**config.mk**
```make
export PLATFORM = sky130hd
export DESIGN_NAME = rib_arbiter
export DESIGN_NICKNAME = d
export VERILOG_FILES = /design/src/rtl/rib_arb_pkg.sv /design/src/rtl/rib_arb_age_cnt.sv /design/src/rtl/rib_arbiter.sv
export SDC_FILE = /design/constraint.sdc
export NUM_CORES = 1
export LEC_CHECK = 0
export BUFFER_PORTS_ARGS = -buffer_cell sky130_fd_sc_hd__clkbuf_2
export CAP_MARGIN = 5
export CORE_MARGIN = 4
export CORE_UTILIZATION = 61
export CTS_CLUSTER_SIZE = 30
export DETAILED_ROUTE_END_ITERATION = 6
export MAX_ROUTING_LAYER = met4
export PLACE_DENSITY = 0.81
export SLEW_MARGIN = 0
export SYNTH_ARGS = -nofsm -noshare
export SYNTH_HDL_FRONTEND = slang
export SYNTH_SLANG_ARGS = --single-unit
```
**constraint.sdc**
```tcl
create_clock -name clk -period 5.13 [get_ports clk]
set_input_delay 1.026 -clock clk [delete_from_list [all_inputs] [get_ports clk]]
set_output_delay 1.026 -clock clk [all_outputs]
set_load 0.02 [all_outputs]
```
**src/rtl/rib_arb_pkg.sv**
```systemverilog
// Shared constants and types for the RIB bus arbiter: master indices,
// default sizing, the fixed priority order and the lock state encoding.
package rib_arb_pkg;

  localparam int NUM_M    = 4;
  localparam int AGE_MAX  = 8;
  localparam int AGE_W    = 4;
  localparam int LOCK_MAX = 16;

  localparam logic [1:0] M_EX   = 2'd0;
  localparam logic [1:0] M_PC   = 2'd1;
  localparam logic [1:0] M_JTAG = 2'd2;
  localparam logic [1:0] M_UART = 2'd3;

  // Entry 0 is the highest priority.
  localparam logic [1:0] PRIO_ORDER [NUM_M] = '{M_UART, M_JTAG, M_EX, M_PC};

  typedef enum logic [0:0] {
    LK_UNLOCKED = 1'b0,
    LK_LOCKED   = 1'b1
  } lock_state_e;

endpackage

```
**src/rtl/rib_arb_age_cnt.sv**
```systemverilog
// Saturating starvation counter for one master; aged flags a requester that
// has lost arbitration AGE_MAX cycles in a row.
module rib_arb_age_cnt #(
  parameter int AGE_MAX = 8,
  parameter int AGE_W   = 4
) (
  input  logic clk,
  input  logic rst,
  input  logic req,
  input  logic gnt,
  input  logic clr,
  output logic aged
);

  localparam logic [AGE_W-1:0] AGE_SAT = AGE_W'(AGE_MAX);

  logic [AGE_W-1:0] age_r;

  // Count losing cycles, saturating; any grant or idle cycle restarts aging.
  always_ff @(posedge clk) begin
    if (rst || clr) begin
      age_r <= '0;
    end else if (req && !gnt) begin
      if (age_r != AGE_SAT) begin
        age_r <= age_r + 1'b1;
      end else begin
        age_r <= age_r;
      end
    end else begin
      age_r <= '0;
    end
  end

  assign aged = (age_r == AGE_SAT);

endmodule

```
**src/rtl/rib_arbiter.sv**
```systemverilog
// Grant controller for the 4-master RIB bus: fixed priority with starvation
// aging and a bounded bus lock; hold_flag_o stalls fetch when it lacks the bus.
module rib_arbiter #(
  parameter int NUM_M    = rib_arb_pkg::NUM_M,
  parameter int AGE_MAX  = rib_arb_pkg::AGE_MAX,
  parameter int AGE_W    = rib_arb_pkg::AGE_W,
  parameter int LOCK_MAX = rib_arb_pkg::LOCK_MAX,
  parameter int PC_M     = 1
) (
  input  logic             clk,
  input  logic             rst,
  input  logic [NUM_M-1:0] req_i,
  input  logic [NUM_M-1:0] lock_i,
  output logic [NUM_M-1:0] gnt_o,
  output logic [1:0]       gnt_idx_o,
  output logic             gnt_valid_o,
  output logic             hold_flag_o,
  output logic             lock_ovf_o
);

  import rib_arb_pkg::*;

  localparam int              CNT_W   = $clog2(LOCK_MAX) + 1;
  localparam logic [CNT_W-1:0] CNT_MAX = CNT_W'(LOCK_MAX);

  lock_state_e      state_r, state_nxt_s;
  logic [1:0]       lock_own_r, lock_own_nxt_s;
  logic [CNT_W-1:0] lock_cnt_r, lock_cnt_nxt_s;

  logic             owner_locking_s, lock_hold_s, lock_ovf_s, acquire_s;
  logic [1:0]       sel_idx_s;
  logic             sel_valid_s;
  logic [NUM_M-1:0] aged_s;

  assign owner_locking_s = (state_r == LK_LOCKED) && req_i[lock_own_r] && lock_i[lock_own_r];
  assign lock_hold_s     = owner_locking_s && (lock_cnt_r != CNT_MAX);
  assign lock_ovf_s      = owner_locking_s && (lock_cnt_r == CNT_MAX);
  // A force-released owner may not grab the lock again at the same edge.
  assign acquire_s       = sel_valid_s && !lock_hold_s && lock_i[sel_idx_s] &&
                           !(lock_ovf_s && (sel_idx_s == lock_own_r));

  for (genvar m = 0; m < NUM_M; m++) begin : g_age
    rib_arb_age_cnt #(.AGE_MAX(AGE_MAX), .AGE_W(AGE_W)) u_age (
      .clk  (clk),
      .rst  (rst),
      .req  (req_i[m]),
      .gnt  (gnt_o[m]),
      .clr  (lock_ovf_s && (lock_own_r == 2'(m))),
      .aged (aged_s[m])
    );
  end

  // Lock state register.
  always_ff @(posedge clk) begin
    if (rst) begin
      state_r    <= LK_UNLOCKED;
      lock_own_r <= 2'd0;
      lock_cnt_r <= '0;
    end else begin
      state_r    <= state_nxt_s;
      lock_own_r <= lock_own_nxt_s;
      lock_cnt_r <= lock_cnt_nxt_s;
    end
  end

  // Lock next-state: extend, hand over to a new locker, or release.
  always_comb begin
    state_nxt_s    = state_r;
    lock_own_nxt_s = lock_own_r;
    lock_cnt_nxt_s = lock_cnt_r;
    case (state_r)
      LK_LOCKED, LK_UNLOCKED: begin
        if (lock_hold_s) begin
          state_nxt_s    = LK_LOCKED;
          lock_cnt_nxt_s = lock_cnt_r + 1'b1;
        end else if (acquire_s) begin
          state_nxt_s    = LK_LOCKED;
          lock_own_nxt_s = sel_idx_s;
          lock_cnt_nxt_s = CNT_W'(1);
        end else begin
          state_nxt_s    = LK_UNLOCKED;
          lock_cnt_nxt_s = '0;
        end
      end
      default: begin
        state_nxt_s    = LK_UNLOCKED;
        lock_cnt_nxt_s = '0;
      end
    endcase
  end

  // Grant select: held lock, then lowest aged index, then fixed priority.
  always_comb begin
    sel_idx_s   = 2'd0;
    sel_valid_s = 1'b0;
    if (lock_hold_s) begin
      sel_idx_s   = lock_own_r;
      sel_valid_s = 1'b1;
    end else if (|(aged_s & req_i)) begin
      for (int i = NUM_M - 1; i >= 0; i--) begin
        if (aged_s[i] && req_i[i]) begin
          sel_idx_s   = 2'(i);
          sel_valid_s = 1'b1;
        end
      end
    end else begin
      for (int p = NUM_M - 1; p >= 0; p--) begin
        if (req_i[PRIO_ORDER[p]]) begin
          sel_idx_s   = PRIO_ORDER[p];
          sel_valid_s = 1'b1;
        end
      end
    end
  end

  // Bus-facing outputs, all silenced while reset is asserted.
  always_comb begin
    gnt_o       = '0;
    gnt_valid_o = sel_valid_s && !rst;
    gnt_idx_o   = 2'd0;
    if (gnt_valid_o) begin
      gnt_idx_o        = sel_idx_s;
      gnt_o[sel_idx_s] = 1'b1;
    end else begin
      gnt_idx_o = 2'd0;
    end
    hold_flag_o = gnt_valid_o && (gnt_idx_o != 2'(PC_M));
    lock_ovf_o  = lock_ovf_s && !rst;
  end

endmodule
```
==> results.toml <==
[place]
hpwl_um = 2460
placed_area_um2 = 1510
dp_cells = 215
port_buffers = 18
gp_congestion = 0.912

[logic_synthesis]
synth-simple-area-share_pct = 27.5
netlist_top_cells_area = "dfxtp_1, ha_1, nor3_1, nor2_1, nand2_1"
synth_compound_area_share_pct = 16.9
yosysWarningCount = 0
synth_area_per_cell_um2 = 8.08
yosysSeqAreaShare_pct = 27.5
synth_fa_ha_area_share_pct = 6.88
yosysTopAreaCell = "dfxtp_1"
synth-main-ff-cell = "dfxtp_1"
synthCells = 180
synthArstFlopShare_pct = 0
yosysTopAreaCellShare_pct = 27.5
netlist_area_um2 = 1450
yosysUniqueCellTypes = 45
synth_mux_area_share_pct = 5.94
synth_fp_nets = 198
synth-seq-cells = 20
synth_xor_area_share_pct = 6.63
synth_edf_count = 0
synth_top_family_by_area = "simple AND/OR/NAND/NOR gates"

[setup_path]
crit_required_ns = 4.10
critPathArrivalTime_ns = 2.68
crit_path_end_kind = "output port"
startpoint_type = "primary input"
cp_max_fo = 11
critPathKind = "primary input to output port"

[power_and_ir_drop]
p_leak_nw = 0.591
vdd_drop_max_mv = 0.147
intPower_uw = 218
fin_total_pwr_uw = 321
p_comb_share_pct = 23.6
clockPowerShare_pct = 23.0
netSwitchingPower_uw = 103
p_sw_share_pct = 32.0
power.density_nw_per_um2 = 210
p_seq_share_pct = 53.4

[global_route]
overflow = 0
antenna_found_initial = 0
grt_pass1_vias = 1289
grtUsageTotal_pct = 22.2
grt_max_degree = 12
grt_pass1_wl_um = 5470

[outcome]
outcome = "finished clean"

[route]
antenna_left = 0
wire_per_inst_um = 14.7
num_vias = 1344
drc = 0
viasPerCell = 6.17
dr.first_iter.drc_count = 57
routed_wirelength_um = 3200
drtPass1Iterations = 4

[sta]
min_period_ns = 3.71
slew_headroom_pct = 37.0
post-route-period-util_pct = 72.3
timing_hold_violations_final = 0
rsz0062_at_grt = "false"
tightest_slew_ns = 0.934
drv_slew = 0
setup_tns_ns = 0
final-setup-viol-count = 0
fmax_ghz = 0.270
fin_worst_skew_ns = 0.00202

[final_layout]
n_antenna_cell = 0
nets = 210
final_area_um2 = 1530
fin_cells = 218
drive_above_1_share_pct = 15.8
area_growth_pct = 5.16

[floorplanning]
die_h_um = 56.8
num_rows = 17
die_w_um = 56.8
die-area_um2 = 3230
core_area_um2 = 2230
start_util_pct = 65.1
ioPinCount = 19

[cts]
clock_latency_ns = 0.31
cts_buffers = 3
clockBufferDepth = 2
clk_pin_slew_ns = 0.10
holdBufCountCts = 0
htree_levels = 1
clock-sinks = 20
post_cts_buffers = 0
tritoncts = "built"
root_buffer = "clkbuf_4"
cts_resized = 0

[run]
cap_violations = 0

[min_path]
hp-class = "flop to flop"
==> Yosys cell counts, drive strengths merged (2+ instances only) <==
master  count
nand2      15
nand4       5
clkbuf      2
xnor2       5
and4b       2
xor2        6
mux2i       3
a21oi      12
nor3       14
o311ai      2
inv        14
dfxtp      20
buf         9
or2         2
o31ai       5
nand4b      3
ha          8
nand3       7
and2        3
nand3b      2
o21ai       5
mux4        2
nand2b      2
a211oi      3
nor2       16
==> final timing paths <==
| path | startpoint | end | slack, ns | cells past startpoint |
|---|---|---|---|---|
| setup / recovery | req_i[3] | hold_flag_o | 1.42 | 7 |
| hold / removal | g_age[0].u_age.age_r[1] | g_age[0].u_age.age_r[1] | 0.51 | 2 |
| hold reg to reg | g_age[0].u_age.age_r[1] | g_age[0].u_age.age_r[1] | 0.51 | 2 |
| setup reg to reg | lock_own_r[0] | g_age[2].u_age.age_r[1] | 2.83 | 4 |
==> stage by stage <==
stage	setup slack (ns)	utilization, %	hold WS, ns
after floorplan	1.68	-	0.462
after global placement	1.47	67.5	0.475
after detailed placement	1.43	67.5	0.495
after CTS	1.42	68.5	0.509
after global routing	1.34	68.5	0.551
final	1.42	68.5	0.509
==> state kept, by name (all words and copies together), names as in the netlist <==
signal / flops
g_age.u_age.age_r: 12
lock_cnt_r: 5
lock_own_r: 2
state_r: 1
==> routing by layer <==
metal | GRT usage (%) | wire, um | vias to the layer above
li1 | - | - | 659
met5 | - | 0 | -
met3 | 5.98 | 241 | 13
met2 | 37.1 | 1560 | 60
met4 | 11.3 | 85 | 0
met1 | 24.1 | 1310 | 612
==> power groups by stage <==
stage	combinational [mW]	clock (mW)	sequential, mW
2_1_floorplan	0.0647	0	0.168
3_3_place_gp	0.0722	0	0.174
3_5_place_dp	0.0743	0	0.175
4_1_cts	0.0746	0.0755	0.171
5_1_grt	0.0827	0.0827	0.173
6_report	0.0757	0.0739	0.171
==> worst max-delay path: stages <==
cell and delay [ns]:
clkbuf_2 0.14, and2_0 0.15, mux4_2 0.59, a211o_1 0.33, a21oi_4 0.22, nor2_1 0.06
clkbuf_2 0.16
==> logic make-up (layout without fill, tap and decap cells) <==
| group | after synthesis | in the layout |
|---|---|---|
| mux | 6 | 6 |
| fa+ha+maj | 8 | 8 |
| simple gates | 76 | 76 |
| flops | 20 | 20 |
| compound gates | 34 | 34 |
| buf+inv | 25 | 35 |
| xor+xnor | 11 | 11 |
==> placed cells by master (no fill, tap or decap), drive strengths merged, types with 2 or more instances in the layout <==
cell type	instances
nand4	5
inv	14
nand2	15
a21oi	12
clkbuf	21
ha	8
nand2b	2
nand3b	2
dfxtp	20
o21ai	5
mux2i	3
xor2	6
or2	2
and4b	2
and2	3
o311ai	2
nor2	16
o31ai	5
nor3	14
xnor2	5
mux4	2
nand4b	3
nand3	7
a211oi	3
==> layout make-up <==
class	instances	area [um^2]
inverter	14	52.6
sequential	20	400
tap	28	35.0
fill	202	704
clock buffer	3	22.5
timing repair buffer	18	90.1
multi-input combinational	135	928
(Power assumes the default switching activity.)
